--- src/rtl/perf_pkg.sv ---
// Shared types and default parameter values for the performance counter bank.
// The halt-detector state encoding lives here so that the bank and any software-facing collateral use one definition.
package perf_pkg;

   typedef enum logic [1:0] {
      ST_RUN    = 2'd0,
      ST_ARMED  = 2'd1,
      ST_HALTED = 2'd2
   } halt_state_e;

   localparam int DEF_NUM_CH      = 8;
   localparam int DEF_CNT_W       = 32;
   localparam int DEF_SATURATE    = 0;
   localparam int DEF_HALT_REPEAT = 2;
   localparam int REP_W           = 4;
   localparam int SEL_W           = 5;

endpackage

--- src/rtl/perf_counter.sv ---
// Single event counter with wrap-or-saturate behaviour and an optional sticky overflow flag.
// The overflow flag exists only when PERF_OVF_FLAG_EN is defined.
module perf_counter
   import perf_pkg::*;
#(
   parameter int CNT_W    = DEF_CNT_W,
   parameter int SATURATE = DEF_SATURATE
) (
   input  logic             clk,
   input  logic             rst,
   input  logic             inc,
   input  logic             clr,
`ifdef PERF_OVF_FLAG_EN
   output logic             ovf,
`endif
   output logic [CNT_W-1:0] value
);

   localparam logic [CNT_W-1:0] ONE = CNT_W'(1);

   function automatic logic [CNT_W-1:0] step_count(input logic [CNT_W-1:0] cur);
      if (&cur) begin
         return (SATURATE != 0) ? cur : '0;
      end
      return cur + ONE;
   endfunction

   always_ff @(posedge clk or negedge rst) begin
      if (!rst) begin
         value <= '0;
      end else if (clr) begin
         value <= '0;
      end else if (inc) begin
         value <= step_count(value);
      end
   end

`ifdef PERF_OVF_FLAG_EN
   // The flag is raised by any increment attempted at all-ones, whether it wraps or holds.
   always_ff @(posedge clk or negedge rst) begin
      if (!rst) begin
         ovf <= 1'b0;
      end else if (clr) begin
         ovf <= 1'b0;
      end else if (inc && (&value)) begin
         ovf <= 1'b1;
      end
   end
`endif

endmodule

--- src/rtl/perf_counter_bank.sv ---
// Bank of NUM_CH event counters with snapshot shadows, registered readback and a self-loop halt detector.
// Define PERF_OVF_FLAG_EN to build per-channel sticky overflow flags; otherwise ovf_any is tied low.
module perf_counter_bank
   import perf_pkg::*;
#(
   parameter int NUM_CH      = DEF_NUM_CH,
   parameter int CNT_W       = DEF_CNT_W,
   parameter int SATURATE    = DEF_SATURATE,
   parameter int HALT_REPEAT = DEF_HALT_REPEAT
) (
   input  logic              clk,
   input  logic              rst,
   input  logic [NUM_CH-1:0] ev,
   input  logic              pause,
   input  logic              clear,
   input  logic              commit,
   input  logic [31:0]       commit_pc,
   input  logic [31:0]       commit_pc_next,
   input  logic              snap,
   input  logic              rd_en,
   input  logic [SEL_W-1:0]  rd_sel,
   output logic              rd_valid,
   output logic [CNT_W-1:0]  rd_data,
   output logic              halt,
   output logic              halted,
   output logic              ovf_any
);

   logic [CNT_W-1:0]  live   [NUM_CH];
   logic [CNT_W-1:0]  shadow [NUM_CH];
   logic [NUM_CH-1:0] inc_vec;
   logic [CNT_W-1:0]  rd_mux;

`ifdef PERF_OVF_FLAG_EN
   logic [NUM_CH-1:0] ovf_vec;
`endif

   assign inc_vec = ev & {NUM_CH{~pause}};

   for (genvar i = 0; i < NUM_CH; i++) begin : g_ch
      perf_counter #(
         .CNT_W    (CNT_W),
         .SATURATE (SATURATE)
      ) u_cnt (
         .clk   (clk),
         .rst   (rst),
         .inc   (inc_vec[i]),
         .clr   (clear),
`ifdef PERF_OVF_FLAG_EN
         .ovf   (ovf_vec[i]),
`endif
         .value (live[i])
      );
   end

`ifdef PERF_OVF_FLAG_EN
   assign ovf_any = |ovf_vec;
`else
   assign ovf_any = 1'b0;
`endif

   // Shadows capture pre-update live values and are deliberately untouched by clear.
   always_ff @(posedge clk or negedge rst) begin
      if (!rst) begin
         for (int i = 0; i < NUM_CH; i++) begin
            shadow[i] <= '0;
         end
      end else if (snap) begin
         for (int i = 0; i < NUM_CH; i++) begin
            shadow[i] <= live[i];
         end
      end
   end

   // A read coinciding with snap bypasses the shadow so it returns the value being captured.
   always_comb begin
      rd_mux = '0;
      for (int i = 0; i < NUM_CH; i++) begin
         if (rd_sel == SEL_W'(i)) begin
            rd_mux = snap ? live[i] : shadow[i];
         end
      end
   end

   always_ff @(posedge clk or negedge rst) begin
      if (!rst) begin
         rd_valid <= 1'b0;
         rd_data  <= '0;
      end else begin
         rd_valid <= rd_en;
         if (rd_en) begin
            rd_data <= rd_mux;
         end
      end
   end

   halt_state_e      state;
   logic [REP_W-1:0] rep;
   logic [REP_W-1:0] rep_nxt;
   logic             same_pc;
   logic             qual;

   assign rep_nxt = rep + REP_W'(1);
   assign same_pc = (commit_pc_next == commit_pc);
   assign qual    = commit & ~pause;
   assign halted  = (state == ST_HALTED);

   // rep is zero in RUN, so the shared path yields repeat=1 on the first self-loop commit.
   always_ff @(posedge clk or negedge rst) begin
      if (!rst) begin
         state <= ST_RUN;
         rep   <= '0;
         halt  <= 1'b0;
      end else begin
         halt <= 1'b0;
         if (clear) begin
            state <= ST_RUN;
            rep   <= '0;
         end else if (qual) begin
            case (state)
               ST_RUN, ST_ARMED: begin
                  if (same_pc) begin
                     rep <= rep_nxt;
                     if (rep_nxt == REP_W'(HALT_REPEAT)) begin
                        state <= ST_HALTED;
                        halt  <= 1'b1;
                     end else begin
                        state <= ST_ARMED;
                     end
                  end else begin
                     state <= ST_RUN;
                     rep   <= '0;
                  end
               end
               default: begin
                  state <= state;
               end
            endcase
         end
      end
   end

endmodule

--- config.mk ---
export PLATFORM = sky130hd
export DESIGN_NAME = perf_counter_bank
export DESIGN_NICKNAME = d
export VERILOG_FILES = /design/src/rtl/perf_pkg.sv /design/src/rtl/perf_counter.sv /design/src/rtl/perf_counter_bank.sv
export SDC_FILE = /design/constraint.sdc
export NUM_CORES = 1
export LEC_CHECK = 0
export CORE_MARGIN = 1
export CORE_UTILIZATION = 61
export CTS_BUF_LIST = sky130_fd_sc_hd__clkbuf_16
export CTS_CLUSTER_SIZE = 40
export DETAILED_ROUTE_END_ITERATION = 8
export PLACE_DENSITY = 0.83
export SYNTH_ARGS = -nofsm -noshare
export SYNTH_HDL_FRONTEND = slang
export SYNTH_SLANG_ARGS = --single-unit
--- constraint.sdc ---
create_clock -name clk -period 2.6 [get_ports clk]
set_input_delay 0.26 -clock clk [delete_from_list [all_inputs] [get_ports clk]]
set_output_delay 0.26 -clock clk [all_outputs]
set_load 0.01 [all_outputs]
; Yosys cells after proc, flatten, opt, wreduce, memory -nomap -nowiden
; Index checks and enable logic that the tools add are counted.
[totals]
ff_bits = 552
latchBits = 0
ram_bits = 0
mem_bits_ro = 0
elab_cells = 152
memories = 0
[op_classes]
add_sub_neg = 9
multipliers = 0
n_div = 0
n_lt_le_gt_ge = 0
n_eq_ne = 11
shifts = 0
mux = 86
n_bitwise = 3
n_reduce_logical = 22
[ops]
columns = operator, count
row1 = 32-bit 2-to-1 mux, 48
row2 = 32-bit by 1-bit adder with 32-bit output (second input constant), 8
row3 = 32-bit AND reduction, 8
row4 = 32-bit equality test, 1
row5 = 1-bit 2-to-1 mux, 29
row6 = 5-bit by 3-bit equality test with 1-bit output (second input constant), 4
row7 = 2-bit nonzero test, 10
row8 = 4-bit 2-to-1 mux, 4
row9 = 5-bit by 2-bit equality test with 1-bit output (second input constant), 2
row10 = 2-bit 2-to-1 mux, 5
row11 = 8-bit bitwise AND, 1
row12 = 5-bit by 1-bit equality test with 1-bit output (second input constant), 1
row13 = 5-bit logical NOT, 1
row14 = 4-bit by 1-bit adder with 4-bit output (second input constant), 1
row15 = 4-bit by 2-bit equality test with 1-bit output (second input constant), 1
row16 = 2-bit by 1-bit equality test with 1-bit output (second input constant), 1
row17 = 2-bit equality test (second input constant), 1
row18 = 2-bit logical NOT, 1
row19 = 2-bit AND reduction, 1
row20 = 2-bit OR reduction, 1
row21 = 1-bit bitwise AND, 1
row22 = 1-bit inverter, 1

; Longest topological paths before layout
; Gate-level depths: netlist (run 1).
[depth]
ltp_word = 9
depth_mapped = 10

; Hierarchy
; Synthesis (run 1) repeated with hierarchy kept, for this count alone.
[unflattened]
hier_cells = 2477
area_unflattened_um2 = 27909.3
[modules_own_cells]
columns = mod, instances, cells_each, area_each_um2, seq_area_each_um2
row1 = perf_counter_bank, 1, 1029, 13985.9, 7407.1
row2 = perf_counter, 8, 181, 1740.4, 800.8

; Least setup slack after synthesis (run 1)
; OpenSTA, ideal clock, no wires.
[synth_path]
path_kind = reg-to-reg
startpoint = reg g_ch[5].u_cnt.value[0]
endpoint = reg g_ch[5].u_cnt.value[0]
setup_ps = 125
arrival_ps = 1989
required_ps = 2475
setup_slack_ps = 486
path_stages_with_launch = 8
n_path_buf = 1
path_cell_list = dfrtp_1 -> ha_1 -> nand4_1 -> or3_1 -> or4_4 -> and3_4 -> buf_6 -> mux2_2
[synth_between]
elab_chain_len = 7
word_cells_on_any_way = 8
cone_classes = add/sub: 1 / mux: 6 / reduce/logical: 1
[synth_lines]
columns = element, line_no
row1 = from (decl), perf_counter.sv:16  ; output logic [CNT_W-1:0] value
row2 = from (signal assigned), perf_counter.sv:34  ; value <= step_count(value);
row3 = branches (longest 4 deep; another with 32-bit by 1-bit adder with 32-bit output), n/a
row4 = 32-bit 2-to-1 mux (*), perf_counter.sv:25  ; return cur + ONE;
row5 = 32-bit 2-to-1 mux (*), perf_counter.sv:33  ; end else if (inc) begin
row6 = 32-bit 2-to-1 mux (*), perf_counter.sv:31  ; end else if (clr) begin
; Mark *: on every way between the ends. The select of a mux whose other input is x is not followed.
; A chain may end at the register's enable or synchronous reset.

; Worst setup path after layout (run 1)
[layout_path]
startpoint = reg g_ch[1].u_cnt.value[0]
endpoint = reg g_ch[1].u_cnt.value[15]
[layout_between]
elab_chain_len = 7
word_cells_on_any_way = 8
cone_classes = add/sub: 1 / mux: 6 / reduce/logical: 1
[layout_lines]
columns = element, line_no
row1 = from (decl), perf_counter.sv:16
row2 = from (signal assigned), perf_counter.sv:34
row3 = branches (longest 4 deep; another with 32-bit by 1-bit adder with 32-bit output), n/a
row4 = 32-bit 2-to-1 mux (*), perf_counter.sv:25
row5 = 32-bit 2-to-1 mux (*), perf_counter.sv:33
row6 = 32-bit 2-to-1 mux (*), perf_counter.sv:31
; Marked as above.

==> results of run 1 <==
## stage by stage
stage	setup WS [ns]	instance area [µm²]
2_1_floorplan	0.486	26800
3_3_place_gp	-0.292	29300
3_5_place_dp	-0.299	29300
4_1_cts	0.0203	31300
5_1_grt	0.00290	31300
6_report	0.0482	31300
## metal layers
metal  GRT usage [%]  vias to the layer above  wire length, µm
li1                -                     9487                -
met1            49.9                    10832            32200
met2            56.2                     1229            36600
met3            6.78                      238             7530
met4            16.7                        2             3940
met5               0                        -               10
## worst paths after layout
path	from	endpoint	depth (start not counted)
max	g_ch[1].u_cnt.value[0]	g_ch[1].u_cnt.value[15]	7
min	snap	shadow[230]	2
max reg2reg	g_ch[1].u_cnt.value[0]	g_ch[1].u_cnt.value[15]	7
min reg2reg	shadow[133]	shadow[133]	1
max in group asynchronous	rst	g_ch[5].u_cnt.value[21]	3
min in group asynchronous	rst	rep[2]	2
## state kept, by name, indices dropped and copies added, names as in the netlist
register,cells
g_ch.u_cnt.value,256
shadow,256
rd_data,32
rep,4
state,2
halt,1
rd_valid,1
## power breakdown
group          internal (W)  leakage, nW  total (W)  switching, W
registers           0.00869         7.64    0.00879      0.000107
logic              0.000534         5.42    0.00130      0.000766
clock network       0.00482        0.962    0.00837       0.00354
## logic make-up (layout without fill, tap and decap cells)
group | Yosys count | count (layout)
other | 1 | 2
XOR/XNOR | 193 | 193
buffers and inverters | 152 | 375
multiplexers | 262 | 262
adder cells (fa/ha/maj) | 10 | 10
AO/OA/AOI/OAI | 390 | 390
AND/OR/NAND/NOR | 969 | 969
flip-flops | 552 | 552
## layout by cell type (no fill, tap or decap), types with 11 or more instances in the layout
cell type and count:
nand2b_1 13, nor3_1 110, clkdlybuf4s50_1 114, dfrtp_1 552, nand4_1 57, o211ai_1 40, a31oi_1 27, nor4_1 26
inv_1 37, o31ai_1 11, clkbuf_16 56, mux2_2 261, nand3_1 107, a21oi_1 52, and3_1 37, a21o_1 12
xnor2_1 53, o21ai_0 66, nor2b_1 12, buf_12 19, or3_1 27, nand2_1 157, xor2_1 140, a22oi_1 69
nor2_1 317, a211oi_1 28, and4_1 21, a221oi_1 25, buf_4 107
## critical path, stage by stage, from the launching register on
cell and delay, ns:
dfrtp_1 0.51, ha_1 0.25, and3_1 0.28, nand2_1 0.17, nor4_4 0.44, a31oi_1 0.26, and3_1 0.24, a211o_1 0.27
## cell type report
| type | count | area, µm² | area share (%) |
|---|---|---|---|
| clock buffer | 56 | 1400 | 4.48 |
| tap | 585 | 732 | 2.34 |
| timing repair buffer | 245 | 2380 | 7.61 |
| multi-input combinational | 1825 | 12400 | 39.5 |
| sequential | 552 | 13800 | 44.2 |
| antenna | 1 | 2.50 | 0.00800 |
| clock inverter | 49 | 487 | 1.56 |
| inverter | 25 | 93.8 | 0.300 |
## timing repair
| item | CTS | global route |
|---|---|---|
| setup buffers | 0 | 1 |
| pin swaps | 1 | 2 |
| setup endpoints to repair | 2 | 19 |
| hold buffers | 2 | 0 |
| hold endpoints to repair | 48 | 0 |
==> flow_metrics.py, run 1 <==
metrics = {
    "outcome": {
        "status": "completed",
    },
    "sta": {
        "hold-worst-slack_ns": 0.117,
        "setup_viol": 0,
        "worst_slew_pin_slew_ns": 1.06,
        "slew_headroom_pct": 29.7,
        "final_max_slew_viol_count": 0,
        "min_period_ns": 2.55,
        "fin_tns_setup_ns": 0,
        "finClkSkew_ns": 0.0253,
        "post-route-period-util_pct": 98.1,
        "hold_viol": 0,
        "rsz0062_at_grt": "false",
        "fmax_mhz": 392,
    },
    "die": {
        "die_h_um": 212,
        "rows": 76,
        "die_w_um": 212,
        "start_util_pct": 62.0,
        "core_um2": 43300,
        "io_pins": 120,
        "die-area_um2": 44800,
    },
    "critical_path": {
        "crit_path_start_kind": "flip-flop",
        "required_ns": 3.10,
        "endpoint_kind": "flip-flop",
        "path_max_fanout": 7,
        "crit_type": "reg -> reg",
        "arrival_ns": 3.05,
        "r2r_slack_ns": 0.05,
    },
    "placed_design": {
        "numPortBuffers": 118,
        "hpwl_um": 57800,
        "placed_cells": 3229,
        "place_congestion": 0.989,
    },
    "synthesis": {
        "ys_ff_latch": 552,
        "avgSynthCellArea_um2": 10.6,
        "yosys.area.top_type": "dfrtp_1",
        "postSynth.topFlopCell": "dfrtp_1",
        "synth-async-reset-ratio_pct": 100,
        "synth_xor_area_share_pct": 6.30,
        "synth_cells": 2529,
        "synth_fp_nets": 2623,
        "synthAdderAreaFrac_pct": 0.466,
        "yosys.area.top_type_share_pct": 51.5,
        "synth_seq_area_share_pct": 51.5,
        "synth_edf_count": 0,
        "synth-simple-area-share_pct": 18.3,
        "synth.top_cells.by_area": "dfrtp_1 51%, mux2_2 11%, xor2_1 4.6%, nor2_1 4.4%, nand2_1 2.2%",
        "synth_warnings": 0,
        "synth_cell_type_count": 82,
        "synth.cell_area_um2": 26800,
        "netlist_top_cells_count": "552 x dfrtp_1, 318 x nor2_1, 261 x mux2_2",
        "synth_top_family_by_area": "simple AND/OR/NAND/NOR gates",
        "synth.most_common_cell": "dfrtp_1",
        "synth_compound_area_share_pct": 9.99,
        "synth_mux_area_share_pct": 11.0,
    },
    "route": {
        "avgViaCountPerCell": 6.53,
        "avgRoutedWirePerCell_um": 24.0,
        "drtIter0Drc": 2401,
        "drtPass1Iterations": 8,
        "vias": 21788,
        "drt_wl_total_um": 80300,
        "drtAntennaViolNets": 0,
        "drc": 0,
    },
    "final_layout": {
        "fillers": 2946,
        "layout-drive-gt1-share_pct": 18.9,
        "fin_cells": 3338,
        "area_growth_pct": 16.6,
        "fin_util_pct": 72.3,
        "final_nets": 2799,
    },
    "cts": {
        "cts_made_buffers": 56,
        "cts.sinks": 552,
        "clk_path_buf_depth": 3,
        "htreeDepth": 2,
        "cts.clk_slew.worst_paths_ns": 0.07,
        "cts_tree": "built",
        "cts_resized": 0,
        "clockRootBuffer": "clkbuf_16",
        "insertion_delay_ns": 0.63,
    },
    "pwr": {
        "total_power_w": 0.0185,
        "p_leak_nw": 14.0,
        "peakVddDrop_uv": 535,
        "p_per_area_nw_per_um2": 590,
    },
    "global_routing": {
        "grt_pass1_wl_um": 124000,
        "grt_pass1_vias": 21401,
        "grt_max_degree": 95,
        "antenna_found_initial": 2,
        "overflow": 0,
        "grtUsageTotal_pct": 36.3,
    },
    "hold_path": {
        "hp-class": "in -> reg",
    },
    "run": {
        "drv_cap": 0,
    },
}
Note: power is estimated with default switching activity, not from simulation.
==> inputs of run 2 (changes only) <==
- PLACE_DENSITY: 0.83 -> unset
- PLACE_DENSITY_LB_ADDON: unset -> 0.25
==> flow_metrics.py, run 2 (synthesis gave the netlist of run 1 again) <==
metrics = {
    "outcome": {
        "status": "completed",
    },
    "final_layout": {
        "mostFrequentLayoutCells": "552 x dfrtp_1, 317 x nor2_1, 261 x mux2_2",
        "final_nets": 2783,
        "layout-drive-gt1-share_pct": 18.5,
        "fin_cells": 3322,
        "area_growth_pct": 16.0,
        "final_common_cell": "dfrtp_1",
        "reg_top3": "g_ch.u_cnt.value x256, shadow x256, rd_data x32",
        "fillers": 3095,
        "final_area_um2": 31100,
    },
    "route": {
        "drtAntennaViolNets": 0,
        "drtIter0Drc": 2404,
        "drt_wl_total_um": 79900,
        "vias": 21387,
        "drc": 0,
        "avgViaCountPerCell": 6.44,
        "drtPass1Iterations": 6,
        "avgRoutedWirePerCell_um": 24.1,
    },
    "die": {
        "core_um2": 43300,
        "die_w_um": 212,
        "die-area_um2": 44800,
        "die_h_um": 212,
        "rows": 76,
        "io_pins": 120,
        "start_util_pct": 62.0,
    },
    "sta": {
        "finClkSkew_ns": 0.0300,
        "setup_viol": 0,
        "hold_viol": 0,
        "slew_headroom_pct": 32.7,
        "min_period_ns": 2.42,
        "worst_slew_pin_slew_ns": 1.01,
        "final_max_slew_viol_count": 0,
        "fmax_mhz": 413,
        "post-route-period-util_pct": 93.2,
        "fin_tns_setup_ns": 0,
        "rsz0062_at_grt": "false",
    },
    "critical_path": {
        "path_max_fanout": 22,
        "endpoint_kind": "flip-flop",
        "crit_family": "simple AND/OR/NAND/NOR gates",
        "crit_start": "g_ch[6].u_cnt.value[14]",
        "reg2reg_depth": 7,
        "path_cells": "nand4_1 > or2_1 > or4_4 > o21ai_1 > buf_12 > o32a_1 > o21ai_0",
        "critPathCapture": "g_ch[6].u_cnt.value[11]",
        "r2r_slack_ns": 0.18,
        "cpPeakStageDelay_ns": 0.49,
        "crit_path_start_kind": "flip-flop",
        "cp.depth": 7,
        "reg2reg_to": "g_ch[6].u_cnt.value[11]",
        "reg2reg_from": "g_ch[6].u_cnt.value[14]",
        "arrival_ns": 2.93,
        "path_buf_inv": 1,
        "slowest_stage": "dfrtp_1",
        "required_ns": 3.11,
        "crit_type": "reg -> reg",
    },
    "cts": {
        "cts.clk_slew.worst_paths_ns": 0.06,
        "cts_made_buffers": 56,
        "cts.sinks": 552,
        "insertion_delay_ns": 0.64,
        "clk_path_buf_depth": 3,
        "htreeDepth": 2,
        "clockRootBuffer": "clkbuf_16",
        "cts_tree": "built",
    },
    "placed_design": {
        "hpwl_um": 58000,
        "placed_cells": 3214,
        "placed_cell_area_um2": 29200,
        "place_congestion": 1.03,
        "numPortBuffers": 118,
    },
    "pwr": {
        "p_leak_nw": 13.9,
        "total_power_w": 0.0182,
        "p_per_area_nw_per_um2": 586,
        "peakVddDrop_uv": 575,
    },
    "run": {
        "drv_cap": 0,
    },
    "global_routing": {
        "overflow": 0,
        "grtUsageTotal_pct": 36.4,
        "grt_pass1_vias": 20894,
        "grt_pass1_wl_um": 124000,
        "antenna_found_initial": 3,
        "grt_max_degree": 121,
    },
    "hold_path": {
        "hp-class": "in -> reg",
    },
}
## run 2: cell count changes in the layout (fill, tap and decap cells not counted), sizes merged
cell	previous run	this run
inv	39	34
buf	129	113
diode	1	3
bufinv	9	7
clkinv	22	28
clkinvlp	4	3
## run 2: final cells by class
class | instances | area, µm² | area share [%]
clock inverter | 47 | 433 | 1.39
clock buffer | 56 | 1400 | 4.50
antenna | 3 | 7.51 | 0.0241
inverter | 25 | 93.8 | 0.302
sequential | 552 | 13800 | 44.4
tap | 585 | 732 | 2.35
timing repair buffer | 229 | 2260 | 7.26
multi-input combinational | 1825 | 12400 | 39.8
## run 2: where the power goes
part	total, W	internal [W]	switching [W]
Clock	0.00817	0.00463	0.00355
Sequential	0.00880	0.00869	0.000114
Combinational	0.00127	0.000517	0.000753
## run 2: how the worst min path moves through the flow
stage | endpoint | cells past startpoint | startpoint | slack, ns
2_1_floorplan | g_ch[0].u_cnt.value[0] | 0 | rst | -0.04
3_3_place_gp | g_ch[3].u_cnt.value[31] | 1 | rst | 0.14
3_5_place_dp | g_ch[3].u_cnt.value[31] | 1 | rst | 0.14
4_1_cts | g_ch[5].u_cnt.value[26] | 3 | clear | 0.05
5_1_grt | g_ch[5].u_cnt.value[26] | 3 | clear | 0.08
6_report | g_ch[5].u_cnt.value[26] | 3 | clear | 0.08
## run 2: repair_timing
action                                 4_1_cts  5_1_grt
endpoints found under the hold margin      512        0
gates resized for setup                      0        1
hold buffers                                 2        0
setup endpoints to repair                    0        1
setup buffers                                0        0
## run 2: worst reg2reg max path, cell delays in order (launching register included)
cell and delay, ns:
dfrtp_1 0.49, nand4_1 0.26, or2_1 0.41, or4_4 0.47
o21ai_1 0.24, buf_12 0.20, o32a_1 0.16, o21ai_0 0.07
## run 2: routing by layer
metal | up-vias | routed length, µm | track usage, % | part of all wire (%)
met5 | - | 13 | 0 | 0.016
met4 | 2 | 3370 | 15.5 | 4.2
met3 | 185 | 7400 | 8.23 | 9.3
met2 | 1051 | 36400 | 55.5 | 46
met1 | 10703 | 32800 | 50.4 | 41
li1 | 9446 | - | - | -
## run 2: through the flow
stage          hold WS (ns)  utilization (%)  setup slack [ns]
2_1_floorplan       -0.0356                -             0.486
3_3_place_gp          0.137             67.6            0.0182
3_5_place_dp          0.138             67.6           -0.0363
4_1_cts              0.0461             71.9             0.180
5_1_grt              0.0791             71.9            0.0133
6_report             0.0765             71.9             0.178
